<file path="config.mk">
export PLATFORM = sky130hd
export DESIGN_NAME = arb_client_port
export DESIGN_NICKNAME = d
export VERILOG_FILES = /design/src/rtl/arb_client_pkg.sv /design/src/rtl/arb_client_fifo.sv /design/src/rtl/arb_client_port.sv
export SDC_FILE = /design/constraint.sdc
export NUM_CORES = 1
export LEC_CHECK = 0
export CAP_MARGIN = 5
export CORE_ASPECT_RATIO = 1.4
export CORE_UTILIZATION = 37
export CTS_CLUSTER_SIZE = 30
export DETAILED_ROUTE_END_ITERATION = 12
export GPL_ROUTABILITY_DRIVEN = 0
export SLEW_MARGIN = 20
export SYNTH_ARGS = -nofsm -noshare
export SYNTH_HDL_FRONTEND = slang
export SYNTH_SLANG_ARGS = --single-unit
</file>
<file path="constraint.sdc">
create_clock -name clk -period 3.9 [get_ports clk]
set_input_delay 1.17 -clock clk [delete_from_list [all_inputs] [get_ports clk]]
set_output_delay 1.17 -clock clk [all_outputs]
set_load 0.02 [all_outputs]
</file>
<file path="src/rtl/arb_client_pkg.sv">
// Shared types for the round-robin arbiter client port.
// Holds the FSM state encoding and the queued-job layout.
package arb_client_pkg;

   localparam int LEN_W      = 2;
   localparam int DATA_W_DEF = 8;

   typedef enum logic [1:0] {
      IDLE,
      REQ,
      XFER,
      GAP
   } state_t;

   typedef struct packed {
      logic [LEN_W-1:0]      len;
      logic [DATA_W_DEF-1:0] data;
   } job_t;

endpackage

</file>
<file path="src/rtl/arb_client_fifo.sv">
// Small synchronous job FIFO with full/empty flags.
// Head entry is presented combinationally on rdata.
module arb_client_fifo #(
   parameter int WIDTH = 10,
   parameter int DEPTH = 4
) (
   input  logic             clk,
   input  logic             reset_n,
   input  logic             push,
   input  logic [WIDTH-1:0] wdata,
   input  logic             pop,
   output logic [WIDTH-1:0] rdata,
   output logic             full,
   output logic             empty
);

   localparam int AW = $clog2(DEPTH);

   logic [WIDTH-1:0] mem [DEPTH];
   logic [AW-1:0]    wr_ptr;
   logic [AW-1:0]    rd_ptr;
   logic [AW:0]      count;

   assign full  = (count == (AW+1)'(DEPTH));
   assign empty = (count == '0);
   assign rdata = mem[rd_ptr];

   always_ff @(posedge clk) begin
      if (push) mem[wr_ptr] <= wdata;
   end

   always_ff @(posedge clk or negedge reset_n) begin
      if (!reset_n) begin
         wr_ptr <= '0;
         rd_ptr <= '0;
         count  <= '0;
      end else begin
         if (push) wr_ptr <= wr_ptr + 1'b1;
         if (pop)  rd_ptr <= rd_ptr + 1'b1;
         unique case ({push, pop})
            2'b10:   count <= count + 1'b1;
            2'b01:   count <= count - 1'b1;
            default: count <= count;
         endcase
      end
   end

endmodule

</file>
<file path="src/rtl/arb_client_port.sv">
// Requester-side agent: queues jobs, requests the arbiter,
// streams granted beats and tracks starvation/spurious grants.
module arb_client_port
   import arb_client_pkg::*;
#(
   parameter int DATA_W       = DATA_W_DEF,
   parameter int DEPTH        = 4,
   parameter int STARVE_LIMIT = 16
) (
   input  logic              clk,
   input  logic              reset_n,
   input  logic              in_valid,
   output logic              in_ready,
   input  logic [DATA_W-1:0] in_data,
   input  logic [LEN_W-1:0]  in_len,
   output logic              req,
   input  logic              grant,
   output logic              out_valid,
   output logic [DATA_W-1:0] out_data,
   output logic              out_last,
   output logic              busy,
   output logic              starve,
   output logic              err_spurious,
   input  logic              clr_status
);

   localparam int WW = $clog2(STARVE_LIMIT + 1);

   state_t             state_q, state_d;
   logic [LEN_W-1:0]   beat_q, beat_d, idx;
   logic               issue, last, pop, push;
   logic               full, empty;
   logic [LEN_W+DATA_W-1:0] head;
   logic [LEN_W-1:0]   head_len;
   logic [DATA_W-1:0]  head_data;
   logic [WW-1:0]      wait_q;
   logic               starve_set, spur_set;

   assign push      = in_valid & ~full;
   assign in_ready  = ~full;
   assign head_len  = head[DATA_W +: LEN_W];
   assign head_data = head[DATA_W-1:0];

   arb_client_fifo #(
      .WIDTH (LEN_W + DATA_W),
      .DEPTH (DEPTH)
   ) u_fifo (
      .clk     (clk),
      .reset_n (reset_n),
      .push    (push),
      .wdata   ({in_len, in_data}),
      .pop     (pop),
      .rdata   (head),
      .full    (full),
      .empty   (empty)
   );

   assign req  = (state_q == REQ) || (state_q == XFER);
   assign busy = (state_q != IDLE) || !empty;

   always_comb begin
      state_d = state_q;
      beat_d  = beat_q;
      idx     = beat_q;
      issue   = 1'b0;
      last    = 1'b0;
      pop     = 1'b0;
      unique case (state_q)
         IDLE: if (!empty) state_d = REQ;
         REQ: if (grant) begin
            issue  = 1'b1;
            idx    = '0;
            beat_d = LEN_W'(1);
            if (head_len == '0) begin
               last    = 1'b1;
               pop     = 1'b1;
               state_d = GAP;
            end else begin
               state_d = XFER;
            end
         end
         XFER: if (grant) begin
            issue = 1'b1;
            if (beat_q == head_len) begin
               last    = 1'b1;
               pop     = 1'b1;
               state_d = GAP;
            end else begin
               beat_d = beat_q + 1'b1;
            end
         end
         GAP: state_d = empty ? IDLE : REQ;
         default: state_d = IDLE;
      endcase
   end

   // Flags set on the cycle the condition is observed; set beats clear.
   assign starve_set = req & ~grant &
                       (wait_q >= WW'(STARVE_LIMIT - 1));
   assign spur_set   = grant &
                       ((state_q == IDLE) || (state_q == GAP));

   always_ff @(posedge clk or negedge reset_n) begin
      if (!reset_n) begin
         state_q      <= IDLE;
         beat_q       <= '0;
         out_valid    <= 1'b0;
         out_last     <= 1'b0;
         out_data     <= '0;
         wait_q       <= '0;
         starve       <= 1'b0;
         err_spurious <= 1'b0;
      end else begin
         state_q   <= state_d;
         beat_q    <= beat_d;
         out_valid <= issue;
         out_last  <= last;
         if (issue) out_data <= head_data + DATA_W'(idx);
         if (req && !grant) begin
            if (wait_q != WW'(STARVE_LIMIT)) wait_q <= wait_q + 1'b1;
         end else begin
            wait_q <= '0;
         end
         if (starve_set)      starve <= 1'b1;
         else if (clr_status) starve <= 1'b0;
         if (spur_set)        err_spurious <= 1'b1;
         else if (clr_status) err_spurious <= 1'b0;
      end
   end

endmodule

</file>
### Word level (Yosys, flattened, before mapping)

Memories as Yosys holds them, arrays and structs flattened.
Index checks and enable logic that the tools add are counted.

| storage, ports and cells | value |
|---|---|
| flip-flop bits (word level) | 28 |
| bits in writable memories | 40 |
| input port bits | 15 |
| output and inout bits | 15 |
| logic and storage cells | 85 |
| memories kept | 1 |

| cells by class | value |
|---|---|
| add/sub/neg operators | 7 |
| $lt $le $gt $ge | 1 |
| equal/unequal tests | 14 |
| muxes and demuxes | 28 |
| bitwise operators | 6 |
| reduce and logical (&&, ||, !) cells | 17 |

Memories:

| name | words | bits a word | rd ports | clocked after Yosys merged registers in | write ports | line | text |
|---|---|---|---|---|---|---|---|
| u_fifo.mem | 4 | 10 | 1 | 0 | 1 | arb_client_fifo.sv:19 | `logic [WIDTH-1:0] mem [DEPTH];` |

Operators with widths:

| cell | count |
|---|---|
| 2-to-1 mux 2 bit | 9 |
| 2-to-1 mux 1 bit | 13 |
| 2-to-1 mux 5 bit | 2 |
| nonzero test 2 bit | 5 |
| adder 8 x 2 -> 8 bit | 1 |
| inequality test 2 bit (second input constant) | 4 |
| case mux 2 bit (4 select lines) | 1 |
| AND reduction 4 bit | 2 |
| adder 2 x 1 -> 2 bit (second input constant) | 3 |
| equality test 2 bit (second input constant) | 3 |
| case mux 3 bit (2 select lines) | 1 |
| adder 5 x 1 -> 5 bit (second input constant) | 1 |
| greater-or-equal comparator 5 x 4 -> 1 bit (second input constant) | 1 |
| inequality test 5 bit (second input constant) | 1 |
| AND 1 bit | 4 |
| equality test 2 x 1 -> 1 bit (second input constant) | 2 |
| zero test 2 bit | 2 |
| inequality test 2 x 1 -> 1 bit (second input constant) | 2 |
| case mux 2 bit (2 select lines) | 1 |
| adder 3 x 1 -> 3 bit (second input constant) | 1 |
| equality test 3 bit (second input constant) | 1 |
| zero test 3 bit | 1 |
| logical OR 1 bit | 3 |
| subtractor 3 x 1 -> 3 bit (second input constant) | 1 |
| other kinds (6) | 8 |

### Logic depth before layout (Yosys ltp)

Gate-level depths: netlist of the first run.
An unclocked memory read counts as a cell.

| depth | value |
|---|---|
| word-level depth | 7 |
| mapped depth | 11 |
| mapped depth without buffers | 10 |

### By module

A second synthesis of the first run with hierarchy kept.

| second synthesis, totals | value |
|---|---|
| cells, all modules | 219 |
| area, all modules | 3,079.2 µm² |

Modules (own cells, without submodules):

| module | instances | cells each | area each (µm²) | sequential area each (µm²) |
|---|---|---|---|---|
| arb_client_fifo | 1 | 88 | 1,845.5 | 1,376.3 |
| arb_client_port | 1 | 131 | 1,233.7 | 525.5 |

### Least setup slack after synthesis of the first run

Ideal clock, no wire load.

| timing | value |
|---|---|
| kind | input port to flip-flop |
| start | input port grant |
| end | register u_fifo.count[1] |
| setup time | 125 ps |
| arrival time | 2,603 ps |
| data required time | 3,775 ps |
| slack | 1,173 ps |
| stages on the path | 6 |
| path buffers | 1 |
| cell sequence | clkbuf_1 > nand2_1 > a21oi_1 > ha_1 > fa_1 > mux2_2 |

| on the way | value |
|---|---|
| longest elaborated chain between the ends | 4 |
| elaborated cells between the ends (all ways) | 7 |
| classes of those cells | eq/ne (2); mux (4); reduce/logical (1) |

RTL lines:

| what | line | text |
|---|---|---|
| from (decl) | arb_client_port.sv:17 | `input logic grant,` |
| 2-to-1 mux 1 bit, on equally long branches | -- |  |
| case mux 1 bit (2 select lines) * | -- |  |
| named net last | arb_client_port.sv:31 | `logic issue, last, pop, push;` |
| equality test 2 x 1 -> 1 bit or equality test 2 bit (tied branches) | arb_client_fifo.sv:40 | `unique case ({push, pop})` |
| case mux 3 bit (2 select lines) or nonzero test 2 bit (tied branches) | -- |  |
| to (signal assigned) | arb_client_fifo.sv:41 | `2'b10: count <= count + 1'b1;` |
| to (signal assigned) | arb_client_fifo.sv:42 | `2'b01: count <= count - 1'b1;` |
| to (signal assigned) | arb_client_fifo.sv:43 | `default: count <= count;` |
| to (decl) | arb_client_fifo.sv:22 | `logic [AW:0] count;` |

Mark *: on every way through the listed nets, which the timed path passes. The rest lies on a longest branch.
A chain may end at the register's enable or synchronous reset.

### Worst setup path after layout of the first run

| timing | value |
|---|---|
| start | register state_q[1] |
| end | output port req |

| on the way | value |
|---|---|
| longest elaborated chain between the ends | 2 |
| elaborated cells between the ends (all ways) | 3 |
| classes of those cells | eq/ne (2); reduce/logical (1) |

RTL lines:

| what | line | text |
|---|---|---|
| from (decl) | arb_client_port.sv:29 | `state_t state_q, state_d;` |
| from (signal assigned) | arb_client_port.sv:114 | `state_q <= state_d;` |
| equality test 2 x 1 -> 1 bit or equality test 2 bit (tied branches) | arb_client_port.sv:58 | `assign req = (state_q == REQ) \|\| (state_q == XFER);` |
| logical OR 1 bit * | arb_client_port.sv:58 |  |
| to (decl) | arb_client_port.sv:16 | `output logic req,` |

Every way passes the cells marked *; elsewhere a longest branch is shown, timed or not.

==> impl_metrics.py, run 1 <==
metrics = {
    "synth": {
        "synthTopCellsByArea": "edfxtp_1 37%, dfrtp_1 22%, mux4_2 7.0%",
        "synth_top_area_share_pct": 37.5,
        "synth.avg_cell_area_um2": 13.9,
        "synth.distinct_cells": 43,
        "synth_seq_area_share_pct": 59.3,
        "syn_nets": 262,
        "netlist_area_mm2": 0.00321,
        "synth_edf_count": 40,
        "syn-instance-count": 230,
        "synth-async-reset-ratio_pct": 41.2,
        "ys_warn_count": 0,
        "yosysTopAreaCell": "edfxtp_1",
        "synth_seq_cells": 68,
        "synth_ff_type": "edfxtp_1",
    },
    "sta": {
        "fin_crit_sh_pct": 77.7,
        "max_freq_ghz": 0.330,
        "slew_viol_final": 0,
        "tns_ns": 0,
        "setup_ws_ns": 0.868,
        "worst_pin_slew_ns": 0.854,
        "finClkSkew_ns": 0.00487,
        "hold_violations": 0,
        "fin_crit_ns": 3.03,
        "rsz0062_at_grt": "false",
        "setup_violations": 0,
        "max_slew_margin_pct": 42.3,
    },
    "global_routing": {
        "grt_max_degree": 29,
        "grtUsageTotal_pct": 14.4,
        "grt_pass1_wl_um": 9490,
        "grt_overflow": 0,
        "grt_antenna_before_repair": 0,
        "grt_pass1_vias": 1939,
    },
    "setup_path": {
        "slowest_stage": "clkdlybuf4s50_1",
        "reg2reg_from": "u_fifo.rd_ptr[0]$_DFFE_PN0P_",
        "start_kind": "flip-flop",
        "r2r_end": "u_fifo.count[1]$_DFFE_PN0P_",
        "slowest_delay_ns": 0.64,
        "critPathRequiredTime_ns": 2.73,
        "reg2reg_setup_slack_ns": 1.05,
        "end_kind": "primary output",
        "cp_max_fo": 6,
        "worstRegToRegCells": 8,
        "path_class": "flip-flop to primary output",
        "path_cells": "inv_1 -> ha_1 -> clkdlybuf4s50_1",
        "cp.arrival_ns": 1.86,
    },
    "min_path": {
        "holdPathEnd": "out_data[5]$_DFFE_PN0P_",
        "hold_depth": 2,
        "hold_start": "out_data[5]$_DFFE_PN0P_",
        "hold_class": "flip-flop to flip-flop",
    },
    "placement": {
        "port_buffers": 29,
        "place_ws_ns": 0.676,
        "dpl.hpwl_um": 4080,
    },
    "clock_tree": {
        "clk_latency_ns": 0.33,
        "htree_num_levels": 3,
        "clock_path_buffers": 2,
        "cts_hold_buffers": 0,
        "cts_resized": 0,
        "cts_tree": "yes",
        "clkSinkCount": 68,
        "numCtsBuffers": 9,
        "path_clk_slew_ns": 0.05,
        "post_cts_buffers": 0,
        "cts-root-buf": "clkbuf_16",
    },
    "finish": {
        "final_common_cell": "edfxtp_1",
        "fin_util_pct": 48.0,
        "synthToLayoutAreaGrowth_pct": 24.2,
        "antenna-diode-count": 0,
        "final_cell_mix": "40 x edfxtp_1, 29 x clkdlybuf4s50_1, 28 x dfrtp_1, 16 x nand2_1",
        "drive_gt1_share_pct": 13.3,
        "nNetsFinal": 298,
    },
    "drt": {
        "num_vias": 1864,
        "antenna_left": 0,
        "drt-wirelength-per-cell_um": 15.0,
        "dr.pass1.iters": 4,
        "totalWireLength_um": 5600,
        "drcViolationCount": 0,
        "vias_per_cell": 5.00,
        "drtIter0Drc": 126,
    },
    "power_and_ir_drop": {
        "p_leak_nw": 1.55,
        "cellPowerDensity_mw_per_mm2": 851,
        "irDropWorstVdd_mv": 0.326,
        "finalPower_mw": 3.39,
    },
    "outcome": {
        "outcome": "finished, final reports clean",
    },
    "die": {
        "pin_count": 30,
        "core_area_mm2": 0.00830,
        "row_count": 39,
        "die_h_um": 112,
        "start_util_pct": 38.6,
        "die_area_mm2": 0.00904,
        "die_width_um": 80.7,
    },
    "job": {
        "maxCapViolations": 0,
    },
}
where the power goes:
part | internal [mW] | switching [mW]
sequential | 0.983 | 0.123
combinational | 0.605 | 0.681
clock | 0.693 | 0.302
final cells by class:
cell class	count	area, um^2
tap	102	128
inverter	15	56.3
timing repair buffer	33	320
multi-input combinational	139	1200
clock inverter	7	146
fill	762	4310
clock buffer	9	225
sequential	68	1900
flip-flops by register name, indices dropped and copies added, names as in the netlist:
name           count
u_fifo.mem        40
out_data           8
wait_q             5
u_fifo.count       3
beat_q             2
state_q            2
u_fifo.rd_ptr      2
u_fifo.wr_ptr      2
err_spurious       1
out_last           1
out_valid          1
starve             1
critical path, delay by kind of cell (launching register included):
family / cells / cell delay [ns]
buffers and inverters: 2 / 0.74
flip-flops: 1 / 0.40
adder cells (fa/ha/maj): 1 / 0.40
metrics by stage:
stage	hold slack [ns]	area, um^2	std cells
floorplan	0.464	3210	230
global placement	0.474	3610	357
detailed placement	0.478	3610	357
CTS	0.490	3980	373
global route	0.530	3980	373
finish	0.487	3980	373
logic make-up after synthesis:
family / after synthesis / synth area share, %
AO/OA/AOI/OAI: 33 / 6.79
XOR/XNOR: 16 / 4.96
adder cells (fa/ha/maj): 17 / 7.10
flip-flops: 68 / 59.3
AND/OR/NAND/NOR: 57 / 8.67
multiplexers: 16 / 10.0
buffers and inverters: 23 / 3.12
worst max-delay path by stage:
stage / end / start / cells after the start / slack (ns)
floorplan: u_fifo.count[1]$_DFFE_PN0P_ / grant / 6 / 1.17
global placement: u_fifo.count[1]$_DFFE_PN0P_ / grant / 6 / 0.73
detailed placement: u_fifo.count[1]$_DFFE_PN0P_ / grant / 6 / 0.68
CTS: req / state_q[1]$_DFFE_PN0P_ / 3 / 0.84
global route: req / state_q[1]$_DFFE_PN0P_ / 3 / 0.78
finish: req / state_q[1]$_DFFE_PN0P_ / 3 / 0.87
layer usage:
layer	GRT usage, %	vias up	wire length, um	share of wire, %
met5	0	-	0	0
met2	23.7	30	2920	52
met1	17.1	910	2380	43
li1	-	914	-	-
met3	3.41	10	152	2.7
met4	7.62	0	142	2.5
synth_stat cells (2+ instances only):
master,n
and3_1,7
xnor2_1,8
a32oi_1,2
ha_1,15
a21oi_1,6
o22ai_1,2
fa_1,2
nor2_1,14
inv_1,15
nand4_1,3
and2_1,3
xor2_1,7
mux4_2,10
o21ai_0,10
nor2b_1,5
a21o_1,2
clkbuf_1,4
nand2_1,16
edfxtp_1,40
nor3_1,5
buf_2,2
dfrtp_1,28
mux2_2,3
mux4_1,2
Note: power is estimated with default switching activity, not from simulation.
==> inputs of run 2 (changes only) <==
Clock period 3.9 ns to 3 ns, I/O delays scaled along.
==> run 2 against run 1 <==
  * Clock power is 9.7% higher
  * Die area is the same
  * Core utilization down 0.51 points
  * Largest power group unchanged
==> impl_metrics.py, run 2 (synthesis gave the netlist of run 1 again) <==
metrics = {
    "outcome": {
        "outcome": "finished, final reports clean",
    },
    "job": {
        "maxCapViolations": 0,
    },
    "finish": {
        "final_common_cell": "edfxtp_1",
        "nNetsFinal": 301,
        "drive_gt1_share_pct": 13.2,
        "largest_reg_flops": 40,
        "synthToLayoutAreaGrowth_pct": 22.9,
        "regMostFlops": "u_fifo.mem",
        "final_cell_mix": "40 x edfxtp_1, 29 x clkdlybuf4s50_1, 28 x dfrtp_1, 16 x nand2_1",
        "top_regs": "u_fifo.mem (40), out_data (8), wait_q (5)",
        "antenna-diode-count": 0,
    },
    "die": {
        "die_area_mm2": 0.00904,
        "pin_count": 30,
        "start_util_pct": 38.6,
        "core_area_mm2": 0.00830,
        "die_h_um": 112,
        "row_count": 39,
        "die_width_um": 80.7,
    },
    "sta": {
        "finClkSkew_ns": 0.00537,
        "tns_ns": 0,
        "fin_crit_sh_pct": 93.8,
        "setup_violations": 0,
        "max_freq_ghz": 0.355,
        "fin_crit_ns": 2.81,
        "hold_violations": 0,
        "slew_viol_final": 0,
        "whs_ns": 0.484,
        "worst_pin_slew_ns": 0.836,
        "max_slew_margin_pct": 43.5,
        "rsz0062_at_grt": "false",
    },
    "clock_tree": {
        "post_cts_buffers": 0,
        "numCtsBuffers": 9,
        "path_clk_slew_ns": 0.05,
        "clkSinkCount": 68,
        "cts-root-buf": "clkbuf_16",
        "cts_hold_buffers": 0,
        "cts_tree": "yes",
        "htree_num_levels": 3,
        "cts_resized": 0,
        "clk_latency_ns": 0.33,
        "clock_path_buffers": 2,
    },
    "setup_path": {
        "critPathRequiredTime_ns": 2.10,
        "reg2reg_from": "u_fifo.rd_ptr[0]$_DFFE_PN0P_",
        "cp.arrival_ns": 1.91,
        "start_kind": "flip-flop",
        "crit_start": "state_q[1]$_DFFE_PN0P_",
        "path_class": "flip-flop to primary output",
        "cp_max_fo": 6,
        "end_kind": "primary output",
    },
    "drt": {
        "drtIter0Drc": 101,
        "vias_per_cell": 4.99,
        "drt-wirelength-per-cell_um": 15.4,
        "num_vias": 1871,
        "totalWireLength_um": 5770,
        "drcViolationCount": 0,
        "dr.pass1.iters": 4,
        "antenna_left": 0,
    },
    "power_and_ir_drop": {
        "p_leak_nw": 1.54,
        "cellPowerDensity_mw_per_mm2": 1070,
        "irDropWorstVdd_mv": 0.518,
    },
    "global_routing": {
        "met3_usage_pct": 3.41,
        "grt_overflow": 0,
        "grtUsageMet1_pct": 17.0,
        "grt_pass1_vias": 1986,
        "grtUsageTotal_pct": 14.8,
        "grt_antenna_before_repair": 0,
        "met2_usage_pct": 24.4,
        "grt_pass1_wl_um": 9590,
        "grt_max_degree": 29,
        "grt.busiest_layer": "met2",
    },
    "min_path": {
        "hold_start": "out_data[5]$_DFFE_PN0P_",
        "hold_class": "flip-flop to flip-flop",
    },
    "placement": {
        "dpl.hpwl_um": 4160,
        "port_buffers": 29,
    },
}
-- run 2: report_power, final --
group / leakage (nW) / internal, mW / total (mW) / switching (mW)
registers: 0.715 / 1.28 / 1.46 / 0.181
logic: 0.672 / 0.797 / 1.67 / 0.869
clock network: 0.150 / 0.719 / 1.09 / 0.367
-- run 2: final timing paths --
kind	end	slack (ns)	cells past startpoint
setup reg to reg	u_fifo.count[1]$_DFFE_PN0P_	0.33	7
min in group asynchronous	beat_q[1]$_DFFE_PN0P_	0.94	2
setup / recovery	req	0.19	3
hold / removal	out_data[5]$_DFFE_PN0P_	0.48	2
hold reg to reg	out_data[5]$_DFFE_PN0P_	0.48	2
max in group asynchronous	starve$_DFFE_PN0P_	1.78	2
-- run 2: per-layer routing --
| metal | vias to the layer above | wire (um) |
|---|---|---|
| met5 | - | 0 |
| met4 | 0 | 139 |
| met3 | 9 | 149 |
| met2 | 28 | 3010 |
| met1 | 924 | 2470 |
| li1 | 910 | - |
-- run 2: final cells by class --
class                      instances  area [um^2]
fill                             760         4360
sequential                        68         1900
inverter                          15         56.3
multi-input combinational        139         1200
clock buffer                      10          229
tap                              102          128
clock inverter                     5         77.6
timing repair buffer              36          343
-- run 2: worst max-delay path, cell delays in order, from the launching register on --
cell and delay (ns):
dfrtp_1 0.40, inv_1 0.10, ha_1 0.43, clkdlybuf4s50_1 0.65
-- run 2: per-stage QoR --
step | instances | power (mW) | area [um^2] | setup WS, ns | utilization, %
final | 375 | 4.21 | 3940 | 0.186 | 47.5
after CTS | 375 | 4.28 | 3940 | 0.177 | 47.5
after detailed placement | 360 | 3.17 | 3630 | 0.136 | 43.8
after global placement | 360 | 3.13 | 3630 | 0.170 | 43.8
after global routing | 375 | 4.51 | 3940 | 0.106 | 47.5
after floorplan | 230 | 2.65 | 3210 | 0.488 | -
